$ cat config.mk
export PLATFORM = sky130hd
export DESIGN_NAME = pll_reset_sequencer_flat
export DESIGN_NICKNAME = d
export VERILOG_FILES = /design/src/rtl/pll_reset_sequencer_pkg.sv /design/src/rtl/pll_reset_sequencer_if.sv /design/src/rtl/pll_reset_sequencer_sync_2ff.sv /design/src/rtl/pll_reset_sequencer.sv /design/src/flat_wrapper.sv
export SDC_FILE = /design/constraint.sdc
export NUM_CORES = 1
export LEC_CHECK = 0
export BUFFER_PORTS_ARGS = -buffer_cell sky130_fd_sc_hd__buf_2
export CAP_MARGIN = 20
export CORE_MARGIN = 2
export CORE_UTILIZATION = 50
export CTS_CLUSTER_DIAMETER = 40
export DETAILED_ROUTE_END_ITERATION = 10
export PLACE_DENSITY = 0.78
export SLEW_MARGIN = 25
export SYNTH_ARGS = -nofsm -noshare
export SYNTH_HDL_FRONTEND = slang
export SYNTH_SLANG_ARGS = --single-unit
$ cat constraint.sdc
create_clock -name clock -period 2.46 [get_ports clock]
set_input_delay 0.123 -clock clock [delete_from_list [all_inputs] [get_ports clock]]
set_output_delay 0.123 -clock clock [all_outputs]
set_load 0.02 [all_outputs]
$ cat src/rtl/pll_reset_sequencer_pkg.sv
// Shared types and sizing helpers for the PLL reset sequencer.
package pll_reset_pkg;

  typedef enum logic [1:0] {
    WAIT_LOCK = 2'd0,
    STABILIZE = 2'd1,
    HOLD      = 2'd2,
    RUN       = 2'd3
  } pll_rst_state_t;

  localparam int LOSS_CNT_W = 8;

  // One counter serves both windows, so size it for the larger one (never below 1 bit).
  function automatic int cnt_width(input int lock_cycles, input int hold_cycles);
    int max_cycles;
    int w;
    max_cycles = (lock_cycles > hold_cycles) ? lock_cycles : hold_cycles;
    w = $clog2(max_cycles);
    return (w < 1) ? 1 : w;
  endfunction

endpackage

$ cat src/rtl/pll_reset_sequencer_if.sv
// Lock/reset handshake between the PLL wrapper and the reset sequencer.
interface pll_reset_sequencer_if;
  import pll_reset_pkg::*;

  logic                  locked;
  logic                  soft_reset_req;
  logic                  sys_reset_n;
  logic                  ready;
  logic [LOSS_CNT_W-1:0] lock_loss_count;

  modport master (
    output locked,
    output soft_reset_req,
    input  sys_reset_n,
    input  ready,
    input  lock_loss_count
  );

  modport slave (
    input  locked,
    input  soft_reset_req,
    output sys_reset_n,
    output ready,
    output lock_loss_count
  );

endinterface

$ cat src/rtl/pll_reset_sequencer_sync_2ff.sv
// Two-flop synchroniser with asynchronous active-low clear to 0.
module sync_2ff (
  input  logic clock,
  input  logic reset_n,
  input  logic d,
  output logic q
);

  logic meta;

  always_ff @(posedge clock or negedge reset_n) begin
    if (!reset_n) begin
      meta <= 1'b0;
      q    <= 1'b0;
    end else begin
      meta <= d;
      q    <= meta;
    end
  end

endmodule

$ cat src/rtl/pll_reset_sequencer.sv
// System reset generator for the PLL output clock domain, driven by PLL lock.
// Define PLL_RESET_LOSS_COUNT_EN to build the saturating lock-loss counter.
//
// state     | meaning
// ----------+---------------------------------------------------------
// WAIT_LOCK | reset asserted, waiting for synchronised lock
// STABILIZE | lock seen, counting LOCK_CYCLES of continuous lock
// HOLD      | lock qualified, stretching reset for HOLD_CYCLES
// RUN       | reset released, sys_reset_n/ready high
module pll_reset_sequencer
  import pll_reset_pkg::*;
#(
  parameter int LOCK_CYCLES = 1024,
  parameter int HOLD_CYCLES = 16
) (
  input  logic                  clock,
  input  logic                  reset_n,
  pll_reset_sequencer_if.slave  bus
);

  localparam int CNT_W = cnt_width(LOCK_CYCLES, HOLD_CYCLES);
  localparam logic [CNT_W-1:0] LOCK_LAST = CNT_W'(LOCK_CYCLES - 1);
  localparam logic [CNT_W-1:0] HOLD_LAST = CNT_W'(HOLD_CYCLES - 1);

  pll_rst_state_t   state;
  pll_rst_state_t   state_nxt;
  logic [CNT_W-1:0] cnt;
  logic [CNT_W-1:0] cnt_nxt;
  logic             locked_sync;
  logic             run_q;

  sync_2ff u_lock_sync (
    .clock   (clock),
    .reset_n (reset_n),
    .d       (bus.locked),
    .q       (locked_sync)
  );

  always_ff @(posedge clock or negedge reset_n) begin
    if (!reset_n) begin
      state <= WAIT_LOCK;
      cnt   <= '0;
      run_q <= 1'b0;
    end else begin
      state <= state_nxt;
      cnt   <= cnt_nxt;
      run_q <= (state_nxt == RUN);
    end
  end

  // Lock loss is checked first in every state so it always beats a soft reset.
  always_comb begin
    state_nxt = state;
    cnt_nxt   = cnt;
    case (state)
      WAIT_LOCK: begin
        cnt_nxt = '0;
        if (locked_sync) state_nxt = STABILIZE;
      end
      STABILIZE: begin
        if (!locked_sync) begin
          state_nxt = WAIT_LOCK;
          cnt_nxt   = '0;
        end else if (cnt == LOCK_LAST) begin
          state_nxt = HOLD;
          cnt_nxt   = '0;
        end else begin
          cnt_nxt = cnt + CNT_W'(1);
        end
      end
      HOLD: begin
        if (!locked_sync) begin
          state_nxt = WAIT_LOCK;
          cnt_nxt   = '0;
        end else if (bus.soft_reset_req) begin
          cnt_nxt = '0;
        end else if (cnt == HOLD_LAST) begin
          state_nxt = RUN;
          cnt_nxt   = '0;
        end else begin
          cnt_nxt = cnt + CNT_W'(1);
        end
      end
      RUN: begin
        if (!locked_sync) begin
          state_nxt = WAIT_LOCK;
          cnt_nxt   = '0;
        end else if (bus.soft_reset_req) begin
          state_nxt = HOLD;
          cnt_nxt   = '0;
        end
      end
      default: begin
        state_nxt = WAIT_LOCK;
        cnt_nxt   = '0;
      end
    endcase
  end

  assign bus.sys_reset_n = run_q;
  assign bus.ready       = run_q;

`ifdef PLL_RESET_LOSS_COUNT_EN
  logic [LOSS_CNT_W-1:0] loss_cnt;

  always_ff @(posedge clock or negedge reset_n) begin
    if (!reset_n) begin
      loss_cnt <= '0;
    end else if ((state == RUN) && !locked_sync && (loss_cnt != '1)) begin
      loss_cnt <= loss_cnt + LOSS_CNT_W'(1);
    end
  end

  assign bus.lock_loss_count = loss_cnt;
`else
  assign bus.lock_loss_count = '0;
`endif

endmodule

$ cat src/flat_wrapper.sv
// flat-port wrapper written by rule: the top's interface ports become plain ports
module pll_reset_sequencer_flat import pll_reset_pkg::*;
#(
  parameter int LOCK_CYCLES = 1024,
  parameter int HOLD_CYCLES = 16
)
  (clock, reset_n, bus_locked, bus_soft_reset_req, bus_sys_reset_n, bus_ready, bus_lock_loss_count);
  pll_reset_sequencer_if bus_i ();
  input  logic clock;
  input  logic reset_n;
  input wire logic [$bits(bus_i.locked)-1:0] bus_locked;
  input wire logic [$bits(bus_i.soft_reset_req)-1:0] bus_soft_reset_req;
  output wire logic [$bits(bus_i.sys_reset_n)-1:0] bus_sys_reset_n;
  output wire logic [$bits(bus_i.ready)-1:0] bus_ready;
  output wire logic [$bits(bus_i.lock_loss_count)-1:0] bus_lock_loss_count;
  assign bus_i.locked = bus_locked;
  assign bus_i.soft_reset_req = bus_soft_reset_req;
  assign bus_sys_reset_n = bus_i.sys_reset_n;
  assign bus_ready = bus_i.ready;
  assign bus_lock_loss_count = bus_i.lock_loss_count;
  pll_reset_sequencer #(.LOCK_CYCLES(LOCK_CYCLES), .HOLD_CYCLES(HOLD_CYCLES)) u_core (.clock(clock), .reset_n(reset_n), .bus(bus_i));
endmodule
==> After elaboration in Yosys (flattened, before gate mapping) <==
Cells that the tools add are included.
{ "classes": {"addsub": 1, "eq_ne": 7, "n_mux": 17, "n_reduce_logical": 1} }
{ "ops": {"columns": ["op", "n"], "rows": [
  ["$mux 10", 7],
  ["$pmux 10 s4", 1],
  ["$mux 2", 8],
  ["$add 10x1->10 const B", 1],
  ["$eq 10x10->1 const B", 1],
  ["$eq 10x4->1 const B", 1],
  ["$pmux 2 s4", 1],
  ["$eq 2x2->1 const B", 3],
  ["$ne 3x3->1 const B", 1],
  ["$eq 2x1->1 const B", 1],
  ["$logic_not 2->1", 1]
]} }
{ "totals": {"reg_bits": 15, "inputBits": 4, "out_inout_bits": 10, "word_cells": 31} }

==> Logic depth before layout (Yosys ltp) <==
{ "depth": {"ltp_word": 6, "mapped_depth": 6, "mapped_depth_nobuf": 6} }

==> Hierarchy <==
From an unflattened synthesis, not the netlist that was laid out.
{ "hier_totals": {"cells_unflattened": 105, "area_unflattened_um2": 1051.0} }
{ "by_module_without_submodules": {"columns": ["module", "n_inst", "cells_per_inst", "area_each_um2", "seq_area_each_um2"], "rows": [
  ["pll_reset_sequencer", 1, 103, 1001.0, 325.3],
  ["sync_2ff", 1, 2, 50.0, 50.0]
]} }

==> Worst setup path before layout <==
No wires, ideal clock.
{ "synth_timing": {"kind": "reg-to-reg", "start": "reg u_core.cnt[5]", "end": "reg u_core.cnt[5]", "setup_ns": 0.134, "t_arrival_ns": 1.637, "t_required_ns": 2.326, "setup_slack_ns": 0.690, "path_stages_with_launch": 5, "path_buffers": 0, "period_less_slack_ns": 1.770, "path_cell_list": "dfrtp_1 > or4_4 > o31a_4 > o21ai_2 > o221ai_2"} }
{ "synth_between": {"elab_chain_len": 5, "word_cells_on_any_way": 9, "classes_between": "add/sub (1); eq/ne (2); mux (6)"} }
{ "synth_rtl": {"columns": ["element", "line_no", "text"], "rows": [
  ["from (decl)", "pll_reset_sequencer.sv:27", "logic [CNT_W-1:0] cnt;"],
  ["from (signal assigned)", "pll_reset_sequencer.sv:46", "cnt <= cnt_nxt;"],
  ["$add 10x1->10 or $eq 10x4->1 (tied branches)", "pll_reset_sequencer.sv:68, pll_reset_sequencer.sv:81, pll_reset_sequencer.sv:77", null],
  ["$mux 10", "pll_reset_sequencer.sv:77", "end else if (cnt == HOLD_LAST) begin"],
  ["$mux 10", "pll_reset_sequencer.sv:75", "end else if (bus.soft_reset_req) begin"],
  ["$mux 10", "pll_reset_sequencer.sv:72", "if (!locked_sync) begin"],
  ["$pmux 10 s4 *", "pll_reset_sequencer.sv:55", "case (state)"]
]} }
Every way passes the cells marked *; elsewhere a longest branch is shown, timed or not.
A chain may end at the register's enable or synchronous reset.

==> Worst setup path after layout <==
Same ends and word-level chain as after synthesis.

==> impl_metrics.toml <==
[floorplanning]
initial_core_util = 0.524
die_area_um2 = 2410
boundaryPins = 14
die-width_um = 49.1
placementRows = 16
floorplan.die.height_um = 49.1
placeableCoreArea_um2 = 1940

[finish]
finish.cell_count_without_fillers = 148
num-fill-cells = 183
fin_nets = 131
count_of_antenna_diodes_in_the_layout = 0
drive_above_1_share = 0.116
syn_to_final_growth_pct = 5.66
finish.instance_area_um2 = 1070
final_util = 0.553

[cts]
cts-buffers-inserted = 3
postCtsSetupRepairBufs = 0
tritoncts_clock_tree = "done"
htree_num_levels = 1
root_cell_of_the_clock_tree = "clkbuf_4"
worstSkewPairLatency_ns = 0.29
cts_sinks = 15
path_clk_slew_ns = 0.09
cts.path.max_buffers = 2

[worst_setup_path]
timing.critical_path.slowest_cell_delay_ns = 0.56
critPathArrivalTime_ns = 2.06
timing.critical_path.slowest_stage_cell = "or4_4"
worstPathBufferInverterCount = 0
end_kind = "flip-flop"
cp.required_ns = 2.63
worst-setup-path-type = "reg -> reg"
cp_cell_sequence = "or4_4 > o31a_4 > o21ai_2 > o221ai_2"
path_delay_family = "compound AO/OA/AOI/OAI gates"
cp-start-kind = "flip-flop"
critical_path.max_fanout = 9

[logic_synthesis]
synthDominantAreaCellType = "dfrtp_1"
synth_area_um2 = 1020
synth_sequential_area_ratio = 0.369
syn_inst = 114
synth-seq-cells = 15
synth_cell_type_count = 37
syn_avg_cell_area_um2 = 8.92
synth-main-ff-cell = "dfrtp_1"
async_flop_share = 1.00
yosys.cell_count.top_type = "nand2_1"
yosysWarningCount = 0
netlist.area_leader.share = 0.369
cell_types_occupying_the_most_area_after_synthesis = "dfrtp_1 37%, buf_4 6.6%, nand2_1 6.3%"
synth_enable_flop_cells = 0
synth_commonest_cells = "17 x nand2_1, 15 x dfrtp_1, 9 x buf_4"

[timing]
final.setup.worst_slack_ns = 0.568
min_period_ns = 1.89
skew_ns = 0.00623
worst_hold_margin_ns = 0.260
timing_hold_violations_final = 0
timing.final.max_slew_violations = 0
grt_setup_unrepaired = "false"
totalNegativeSetupSlack_ns = 0
setup_viol_count_final = 0
fmaxAchievable_ghz = 0.529
fin_crit_sh = 0.769

[grt]
antenna_violations_before_repair = 0
grt_overflow = 0
grt_pass1_vias = 759
grt_start_max_net_pins = 16
grtUsageTotal = 0.180
grt_pass1_wl_um = 3330

[outcome]
outcome = "finished clean"

[detailed_routing]
finalWirelength_um = 1940
post_drt_via_cell_ratio = 5.77
detail_route.first_pass.iterations = 4
vias = 854
drt_iter0_markers = 29
ant_nets = 0
drt_drc_violations_left = 0
wl_per_cell_um = 13.1

[power]
power_per_cell_area_nw_per_um2 = 527
static-leakage-power_nw = 0.449
max-vdd-ir-drop_v = 0.000347
design_power_total_uw = 567

[placement]
gp_congestion = 0.827
place_inst = 142
dp_hpwl_um = 1390
place_ws_ns = 0.594
placed_cell_area_um2 = 1030
place.port_buffers = 5

[job]
drv.max_cap_violation_count = 0

[min_path]
hp-class = "in -> async"
power by group:
group | internal [mW] | total [mW] | switching, mW
Clock | 0.0605 | 0.139 | 0.0787
Combinational | 0.0549 | 0.148 | 0.0927
Sequential | 0.261 | 0.280 | 0.0184
repair_timing:
| item | 4_1_cts | 5_1_grt |
|---|---|---|
| hold endpoints to repair | 16 | 0 |
| gates resized for setup | 0 | 0 |
| hold buffers | 2 | 0 |
cells in the final DEF (no fill, tap or decap), types with 2 or more instances in the layout:
master / Yosys / routed
buf_2: 0 / 5
nand2_1: 17 / 17
nand3_1: 5 / 5
dfrtp_1: 15 / 15
inv_1: 7 / 7
o311ai_1: 2 / 2
o21ai_1: 3 / 3
ha_1: 5 / 5
o31a_1: 2 / 2
o211ai_1: 4 / 4
dlygate4sd3_1: 0 / 2
and3_1: 3 / 3
nor2_1: 2 / 2
o21ai_0: 4 / 4
nor4_1: 4 / 4
conb_1: 1 / 8
o2111ai_1: 2 / 2
nor3_1: 7 / 7
clkbuf_4: 0 / 3
a21oi_1: 2 / 2
final timing paths:
check | start | to | slack [ns] | cells after the start
setup / recovery | u_core.cnt[5] | u_core.cnt[5] | 0.57 | 4
hold / removal | reset_n | u_core.cnt[1] | 0.26 | 2
setup reg to reg | u_core.cnt[5] | u_core.cnt[5] | 0.57 | 4
hold reg to reg | u_core.u_lock_sync.meta | u_core.u_lock_sync.q | 0.36 | 0
max in group asynchronous | reset_n | u_core.state[1] | 1.95 | 2
min in group clock | u_core.u_lock_sync.meta | u_core.u_lock_sync.q | 0.36 | 0
routing by layer:
layer / track usage / part of all wire
met3: 0.0184 / 0.042
met2: 0.297 / 0.48
met5: 0 / 0
met1: 0.234 / 0.45
met4: 0.0857 / 0.023
logic make-up after synthesis:
logic type / count (synthesis) / synth area share
AOI/OAI and AO/OA: 28 / 0.215
adders and majority gates: 5 / 0.0615
buffers and inverters: 18 / 0.0996
DFF: 15 / 0.369
muxes: 1 / 0.00984
other: 1 / 0.00369
and+or+nand+nor: 46 / 0.241
final cells by class:
type	instances	area, um2	area share
clock buffer	3	22.5	0.0210
clock inverter	1	5.00	0.00466
inverter	7	26.3	0.0244
multi-input combinational	88	567	0.527
sequential	15	375	0.349
tap	27	33.8	0.0314
timing repair buffer	7	45.0	0.0419
flip-flops by register name, indices dropped and copies added, names as in the netlist:
name / flops
u_core.u_lock_sync.q: 1
u_core.state: 2
u_core.cnt: 10
u_core.u_lock_sync.meta: 1
u_core.bus.ready: 1
Note: power is estimated with default switching activity, not from simulation.
